## src/rtl/wb_pwm_capture_if.sv

```systemverilog
// Wishbone slave bus bundle for the PWM capture block (16-bit data, 14-bit word address).
// Signals are named from the slave's side: *_i driven by the master, *_o by the slave.
// Latency: pure wiring. Backpressure: none, the slave answers every strobe with one ack.
interface wb_pwm_capture_if;
    logic        stb_i;   // strobe
    logic        cyc_i;   // bus cycle
    logic        we_i;    // write enable
    logic [13:0] adr_i;   // word address
    logic [15:0] dat_i;   // write data
    logic [15:0] dat_o;   // read data, valid while ack_o=1
    logic        ack_o;   // single-cycle acknowledge

    modport master (
        output stb_i, cyc_i, we_i, adr_i, dat_i,
        input  dat_o, ack_o
    );

    modport slave (
        input  stb_i, cyc_i, we_i, adr_i, dat_i,
        output dat_o, ack_o
    );
endinterface

```

## src/rtl/wb_pwm_capture.sv

```systemverilog
// Four-channel PWM high-time / period capture in prescaled ticks behind a Wishbone slave.
// Latency: capture regs update 3 clk after a pin's rising edge; bus ack 1 clk after request.
// Backpressure: none; ack is a single-cycle pulse, never back to back.
// Ports: clk, reset (sync, active-high), wb (slave modport), pwm_in[3:0] async pins,
//        irq (one-cycle pulse per capture event when irq_en=1).
module wb_pwm_capture #(
    parameter int PRESCALE = 200,
    parameter int TIMEOUT  = 25000
) (
    input  logic            clk,
    input  logic            reset,
    wb_pwm_capture_if.slave wb,
    input  logic [3:0]      pwm_in,
    output logic            irq
);
    localparam logic [15:0] PRESC_MAX     = 16'(PRESCALE - 1);
    localparam logic [15:0] TIMEOUT_TICKS = 16'(TIMEOUT);

    typedef enum logic [1:0] {ST_IDLE, ST_HIGH, ST_LOW} state_t;

    logic [15:0]      presc_q;
    logic             tick;
    logic [3:0]       sync1_q, sync2_q, prev_q, rise, fall;
    state_t           state_q [4];
    state_t           state_d [4];
    logic [3:0][15:0] hi_cnt_q, hi_cnt_d, per_cnt_q, per_cnt_d;
    logic [3:0][15:0] width_q, width_d, period_q, period_d;
    logic [3:0]       capture, lost_set, timeout_hit;
    logic [3:0]       valid_q, valid_d, lost_q, lost_d, ch_en_q, ch_en_d;
    logic             irq_en_q, irq_en_d, ack_q, irq_q;
    logic [15:0]      dat_q, rd_data;
    logic             req, wr_en;
    logic [3:0]       adr;
    logic             unused_bits;

    function automatic logic [15:0] sat_inc(input logic [15:0] v);
        return (v == 16'hFFFF) ? v : v + 16'd1;
    endfunction

    // Only adr[3:0] is decoded and only the low register bits are writable.
    assign unused_bits = ^{wb.adr_i[13:4], wb.dat_i[15:9]};

    assign adr   = wb.adr_i[3:0];
    assign req   = wb.stb_i & wb.cyc_i & ~ack_q;
    assign wr_en = req & wb.we_i;

    // Tick prescaler
    assign tick = (presc_q == PRESC_MAX);
    always_ff @(posedge clk) begin
        if (reset) presc_q <= '0;
        else       presc_q <= tick ? 16'd0 : presc_q + 16'd1;
    end

    // Synchronizer and edge-detect history run through reset on purpose: a pin that is
    // already high when reset drops must not look like a fresh rising edge.
    always_ff @(posedge clk) begin
        sync1_q <= pwm_in;
        sync2_q <= sync1_q;
        prev_q  <= sync2_q;
    end
    assign rise = sync2_q & ~prev_q;
    assign fall = ~sync2_q & prev_q;

    always_comb begin
        for (int n = 0; n < 4; n++) timeout_hit[n] = (per_cnt_q[n] >= TIMEOUT_TICKS);
    end

    // Channel FSM: state register
    always_ff @(posedge clk) begin
        for (int n = 0; n < 4; n++) begin
            if (reset) state_q[n] <= ST_IDLE;
            else       state_q[n] <= state_d[n];
        end
    end

    // Channel FSM: next state
    always_comb begin
        for (int n = 0; n < 4; n++) begin
            state_d[n] = state_q[n];
            if (!ch_en_q[n]) begin
                state_d[n] = ST_IDLE;
            end else begin
                case (state_q[n])
                    ST_IDLE: if (rise[n]) state_d[n] = ST_HIGH;
                    ST_HIGH: if (timeout_hit[n]) state_d[n] = ST_IDLE;
                             else if (fall[n]) state_d[n] = ST_LOW;
                    ST_LOW:  if (timeout_hit[n]) state_d[n] = ST_IDLE;
                             else if (rise[n]) state_d[n] = ST_HIGH;
                    default: state_d[n] = ST_IDLE;
                endcase
            end
        end
    end

    // Channel FSM: counters and capture/lost events. A rising edge restarts the counters,
    // so a tick landing in the same cycle is dropped.
    always_comb begin
        for (int n = 0; n < 4; n++) begin
            hi_cnt_d[n]  = hi_cnt_q[n];
            per_cnt_d[n] = per_cnt_q[n];
            capture[n]   = 1'b0;
            lost_set[n]  = 1'b0;
            if (!ch_en_q[n] || state_q[n] == ST_IDLE) begin
                hi_cnt_d[n]  = '0;
                per_cnt_d[n] = '0;
            end else if (timeout_hit[n]) begin
                lost_set[n]  = 1'b1;
                hi_cnt_d[n]  = '0;
                per_cnt_d[n] = '0;
            end else if (state_q[n] == ST_LOW && rise[n]) begin
                capture[n]   = 1'b1;
                hi_cnt_d[n]  = '0;
                per_cnt_d[n] = '0;
            end else if (tick) begin
                if (state_q[n] == ST_HIGH) hi_cnt_d[n] = sat_inc(hi_cnt_q[n]);
                per_cnt_d[n] = sat_inc(per_cnt_q[n]);
            end
        end
    end

    // Register file next state: bus writes first, hardware events override (set wins over W1C).
    always_comb begin
        width_d  = width_q;
        period_d = period_q;
        valid_d  = valid_q;
        lost_d   = lost_q;
        ch_en_d  = ch_en_q;
        irq_en_d = irq_en_q;
        if (wr_en && adr == 4'd8) begin
            valid_d = valid_q & ~wb.dat_i[3:0];
            lost_d  = lost_q & ~wb.dat_i[7:4];
        end
        if (wr_en && adr == 4'd9) begin
            ch_en_d  = wb.dat_i[3:0];
            irq_en_d = wb.dat_i[8];
        end
        for (int n = 0; n < 4; n++) begin
            if (capture[n]) begin
                width_d[n]  = hi_cnt_q[n];
                period_d[n] = per_cnt_q[n];
                valid_d[n]  = 1'b1;
                lost_d[n]   = 1'b0;
            end
            if (lost_set[n]) begin
                lost_d[n]  = 1'b1;
                valid_d[n] = 1'b0;
            end
        end
    end

    // Read mux
    always_comb begin
        rd_data = '0;
        if (adr < 4'd8)       rd_data = adr[0] ? period_q[adr[2:1]] : width_q[adr[2:1]];
        else if (adr == 4'd8) rd_data = {8'h00, lost_q, valid_q};
        else if (adr == 4'd9) rd_data = {7'h00, irq_en_q, 4'h0, ch_en_q};
    end

    always_ff @(posedge clk) begin
        if (reset) begin
            hi_cnt_q  <= '0;
            per_cnt_q <= '0;
            width_q   <= '0;
            period_q  <= '0;
            valid_q   <= '0;
            lost_q    <= '0;
            ch_en_q   <= 4'hF;
            irq_en_q  <= 1'b0;
            ack_q     <= 1'b0;
            dat_q     <= '0;
            irq_q     <= 1'b0;
        end else begin
            hi_cnt_q  <= hi_cnt_d;
            per_cnt_q <= per_cnt_d;
            width_q   <= width_d;
            period_q  <= period_d;
            valid_q   <= valid_d;
            lost_q    <= lost_d;
            ch_en_q   <= ch_en_d;
            irq_en_q  <= irq_en_d;
            ack_q     <= req;
            if (req) dat_q <= rd_data;
            irq_q     <= irq_en_q & (|capture);
        end
    end

    assign wb.ack_o = ack_q;
    assign wb.dat_o = dat_q;
    assign irq      = irq_q;
endmodule
```

## src/flat_wrapper.sv

```systemverilog
// flat-port wrapper written by rule: the top's interface ports become plain ports
module wb_pwm_capture_flat 
#(
    parameter int PRESCALE = 200,
    parameter int TIMEOUT  = 25000
)
  (clk, reset, pwm_in, irq, wb_stb_i, wb_cyc_i, wb_we_i, wb_adr_i, wb_dat_i, wb_dat_o, wb_ack_o);
  wb_pwm_capture_if wb_i ();
  input  logic clk;
  input  logic reset;
  input  logic [3:0] pwm_in;
  output logic irq;
  input wire logic [$bits(wb_i.stb_i)-1:0] wb_stb_i;
  input wire logic [$bits(wb_i.cyc_i)-1:0] wb_cyc_i;
  input wire logic [$bits(wb_i.we_i)-1:0] wb_we_i;
  input wire logic [$bits(wb_i.adr_i)-1:0] wb_adr_i;
  input wire logic [$bits(wb_i.dat_i)-1:0] wb_dat_i;
  output wire logic [$bits(wb_i.dat_o)-1:0] wb_dat_o;
  output wire logic [$bits(wb_i.ack_o)-1:0] wb_ack_o;
  assign wb_i.stb_i = wb_stb_i;
  assign wb_i.cyc_i = wb_cyc_i;
  assign wb_i.we_i = wb_we_i;
  assign wb_i.adr_i = wb_adr_i;
  assign wb_i.dat_i = wb_dat_i;
  assign wb_dat_o = wb_i.dat_o;
  assign wb_ack_o = wb_i.ack_o;
  wb_pwm_capture #(.PRESCALE(PRESCALE), .TIMEOUT(TIMEOUT)) u_core (.clk(clk), .reset(reset), .wb(wb_i), .pwm_in(pwm_in), .irq(irq));
endmodule
```

## config.mk

```make
export PLATFORM = sky130hd
export DESIGN_NAME = wb_pwm_capture_flat
export DESIGN_NICKNAME = d
export VERILOG_FILES = /design/src/rtl/wb_pwm_capture_if.sv /design/src/rtl/wb_pwm_capture.sv /design/src/flat_wrapper.sv
export SDC_FILE = /design/constraint.sdc
export NUM_CORES = 1
export LEC_CHECK = 0
export BUFFER_PORTS_ARGS = -buffer_cell sky130_fd_sc_hd__buf_2
export CAP_MARGIN = 20
export CORE_MARGIN = 5
export CORE_UTILIZATION = 60
export CTS_CLUSTER_SIZE = 12
export DETAILED_ROUTE_END_ITERATION = 12
export PLACE_DENSITY = 0.78
export SLEW_MARGIN = 5
export SYNTH_ARGS = -nofsm -noshare
export SYNTH_HDL_FRONTEND = slang
export SYNTH_SLANG_ARGS = --single-unit
```

## constraint.sdc

```tcl
create_clock -name clk -period 3 [get_ports clk]
set_input_delay 0.3 -clock clk [delete_from_list [all_inputs] [get_ports clk]]
set_output_delay 0.3 -clock clk [all_outputs]
set_load 0.005 [all_outputs]
```

==> metrics.cfg <==
[worst_setup_path]
startpoint_type = register
crit_arrival_ns = 3.06
cp_max_fo = 9
cp.required_ns = 3.46
criticalPathCategory = reg2reg
crit_slowest_cell = or4_4
crit_chain = nand4_1 > or4_4 > o2111ai_1 > o21ai_0 > a21oi_1
cpPeakStageDelay_ns = 0.64
crit_path_end_kind = register

[cts]
cts_tree = yes
numClockSinks = 323
cts_resized = 0
root_buffer = clkbuf_16
numCtsBuffers = 35
cts_max_level = 2
clock_latency_ns = 0.53
cts.clk_slew.worst_paths_ns = 0.06
cts_buffer_depth = 3

[floorplanning]
io_pins = 57
die-height_um = 165.3
die_w_um = 165.3
initial_core_util_pct = 61.31
core.rowCount = 56
dieArea_um2 = 27330
core-area_um2 = 23610

[logic_synthesis]
yosysMostFrequentCell = dfxtp_1
yosys_most_used_dff = dfxtp_1
synthDistinctLibCells = 69
syn_area_per_cell_um2 = 9.406
yosysWarningCount = 0
synth_top_area_share_pct = 44.67
synth_commonest_cells = dfxtp_1, nor2_1, mux2i_1
ys_ff_latch = 323
ys_seq_area_share_pct = 44.67
synthTopCellsByArea = dfxtp_1, mux2i_1, nor2_1
synth_cells = 1539
synth_edf_count = 0
async_flop_share_pct = 0
yosysTopAreaCell = dfxtp_1
synth_area_um2 = 14480

[power_and_ir_drop]
clkPwrFrac_pct = 47.3
p_leak_nw = 5.127
p_seq_share_pct = 49.8
combPwrFrac_pct = 2.9
power.density_nw_per_um2 = 539.7
irDropWorstVdd_uv = 344.2
switching_share_pct = 21.84
power.switching_mw = 1.903
cell_internal_pwr_mw = 6.811

[place]
gp_congestion = 0.9027
post-place-cells = 1844
io_buffers = 39
place_hpwl_um = 25600

[outcome]
run_status = finished clean

[final_layout]
layout-drive-gt1-share_pct = 10.95
syn_to_final_growth_pct = 11.54
fin_nets = 1619
nFillCells = 1834
fin_cells = 1909

[sta]
fmax_mhz = 384.5
finalCritPeriodShare_pct = 86.69
maxSlewViolCount = 0
rsz0062_at_grt = false
tns_ns = 0
maxSlewHeadroom_pct = 35.70
finalHoldViolCount = 0
period_needed_ns = 2.601
finalSetupViolCount = 0
fin_skew_ns = 0.02088
tightest_slew_ns = 0.9525
whs_ns = 0.01358

[detailed_routing]
wirelength_um = 36430
drcViolationCount = 0
routed_via_density = 6.183
drt-initial-drc-count = 1244
via_count = 11800
first_pass_iters = 5
wire_per_inst_um = 19.08
ant_nets = 0

[hold_path]
hold_class = in2reg

[job]
maxCapViolCount = 0

[grt]
grt_usage_pct = 26.71
grt_max_degree = 55
grt_pass1_vias = 11010
antenna_found_initial = 1
grt_pass1_wl_um = 58460
grt_overflow = 0

==> power groups by stage <==
stage / sequential [mW] / combinational (mW) / clock [mW]
6_report: 4.34 / 0.253 / 4.12
5_1_grt: 4.34 / 0.273 / 4.35
4_1_cts: 4.34 / 0.252 / 4.14
3_5_place_dp: 4.43 / 0.245 / 0
3_3_place_gp: 4.43 / 0.242 / 0
2_1_floorplan: 4.43 / 0.168 / 0
==> repair_timing <==
| item | CTS | global route |
|---|---|---|
| hold endpoints to repair | 5 | 0 |
| hold buffers | 5 | 0 |
| buffers inserted | 0 | 0 |
==> area by class of cell <==
cell class | instances | area [um2] | area share, %
clock inverters | 5 | 42.54 | 0.2635
multi-input cells | 1101 | 7545 | 46.73
inverters | 32 | 120.1 | 0.7439
clock buffers | 54 | 1049 | 6.494
well taps | 319 | 399.1 | 2.472
flip-flops and latches | 323 | 6466 | 40.05
diodes | 1 | 2.502 | 0.01550
repair buffers | 74 | 523.0 | 3.239
==> layout by cell type (no fill, tap or decap), drive strengths merged, types with 39 or more instances in the layout <==
cell type  instances
xnor2             54
mux2i            151
or3               40
buf               69
clkbuf            54
nand2             67
nand3             45
a21oi             75
dfxtp            323
o21ai             50
nand4             39
nor2             246
==> stage by stage <==
stage	power (mW)	instance area (um2)	util, %	worst slack, ns
floorplan	4.595	14490	-	0.9040
global placement	4.673	15000	63.54	0.5145
detailed placement	4.677	15000	63.54	0.5153
CTS	8.729	16140	68.37	0.4597
global route	8.962	16140	68.37	0.2446
finish	8.715	16150	68.38	0.3993
==> registers in the layout, indices dropped and copies added, names as in the netlist, 4 cells and up <==
signal	flops
u_core.wb.dat_o	16
u_core.lost_q	4
u_core.sync2_q	4
u_core.hi_cnt_q	64
u_core.ch_en_q	4
u_core.sync1_q	4
u_core.state_q	8
u_core.valid_q	4
u_core.per_cnt_q	64
u_core.prev_q	4
u_core.presc_q	16
u_core.width_q	64
u_core.period_q	64
==> per-layer routing <==
layer,wire length (um),up-vias,track usage [%]
li1,-,5595,-
met4,1351,0,9.711
met2,16480,430,42.22
met1,16000,5690,37.16
met5,0,-,0
met3,2600,88,4.368
==> cell families after synthesis <==
family | after synthesis | synth area share [%]
buf+inv | 118 | 3.492
flops | 323 | 44.67
other cells | 1 | 0.02590
compound gates | 202 | 8.617
mux | 183 | 15.42
fa+ha+maj | 13 | 1.124
xor+xnor | 68 | 4.114
simple gates | 631 | 22.54
==> worst max-delay path, delay by kind of cell, from the launching register on <==
family / cells / cell delay (ns)
DFF: 1 / 0.50
and+or+nand+nor: 2 / 0.96
AOI/OAI and AO/OA: 3 / 1.07
==> path summary, 6_finish.rpt <==
kind | startpoint | endpoint | slack, ns | depth (start not counted)
worst min-delay path | wb_dat_i[0] | u_core.ch_en_q[0] | 0.01 | 2
worst min register to register | u_core.sync1_q[0] | u_core.sync2_q[0] | 0.32 | 0
worst max-delay path | u_core.per_cnt_q[19] | u_core.per_cnt_q[27] | 0.40 | 5
worst max register to register | u_core.per_cnt_q[19] | u_core.per_cnt_q[27] | 0.40 | 5
Power figures use the tool's default switching activity.
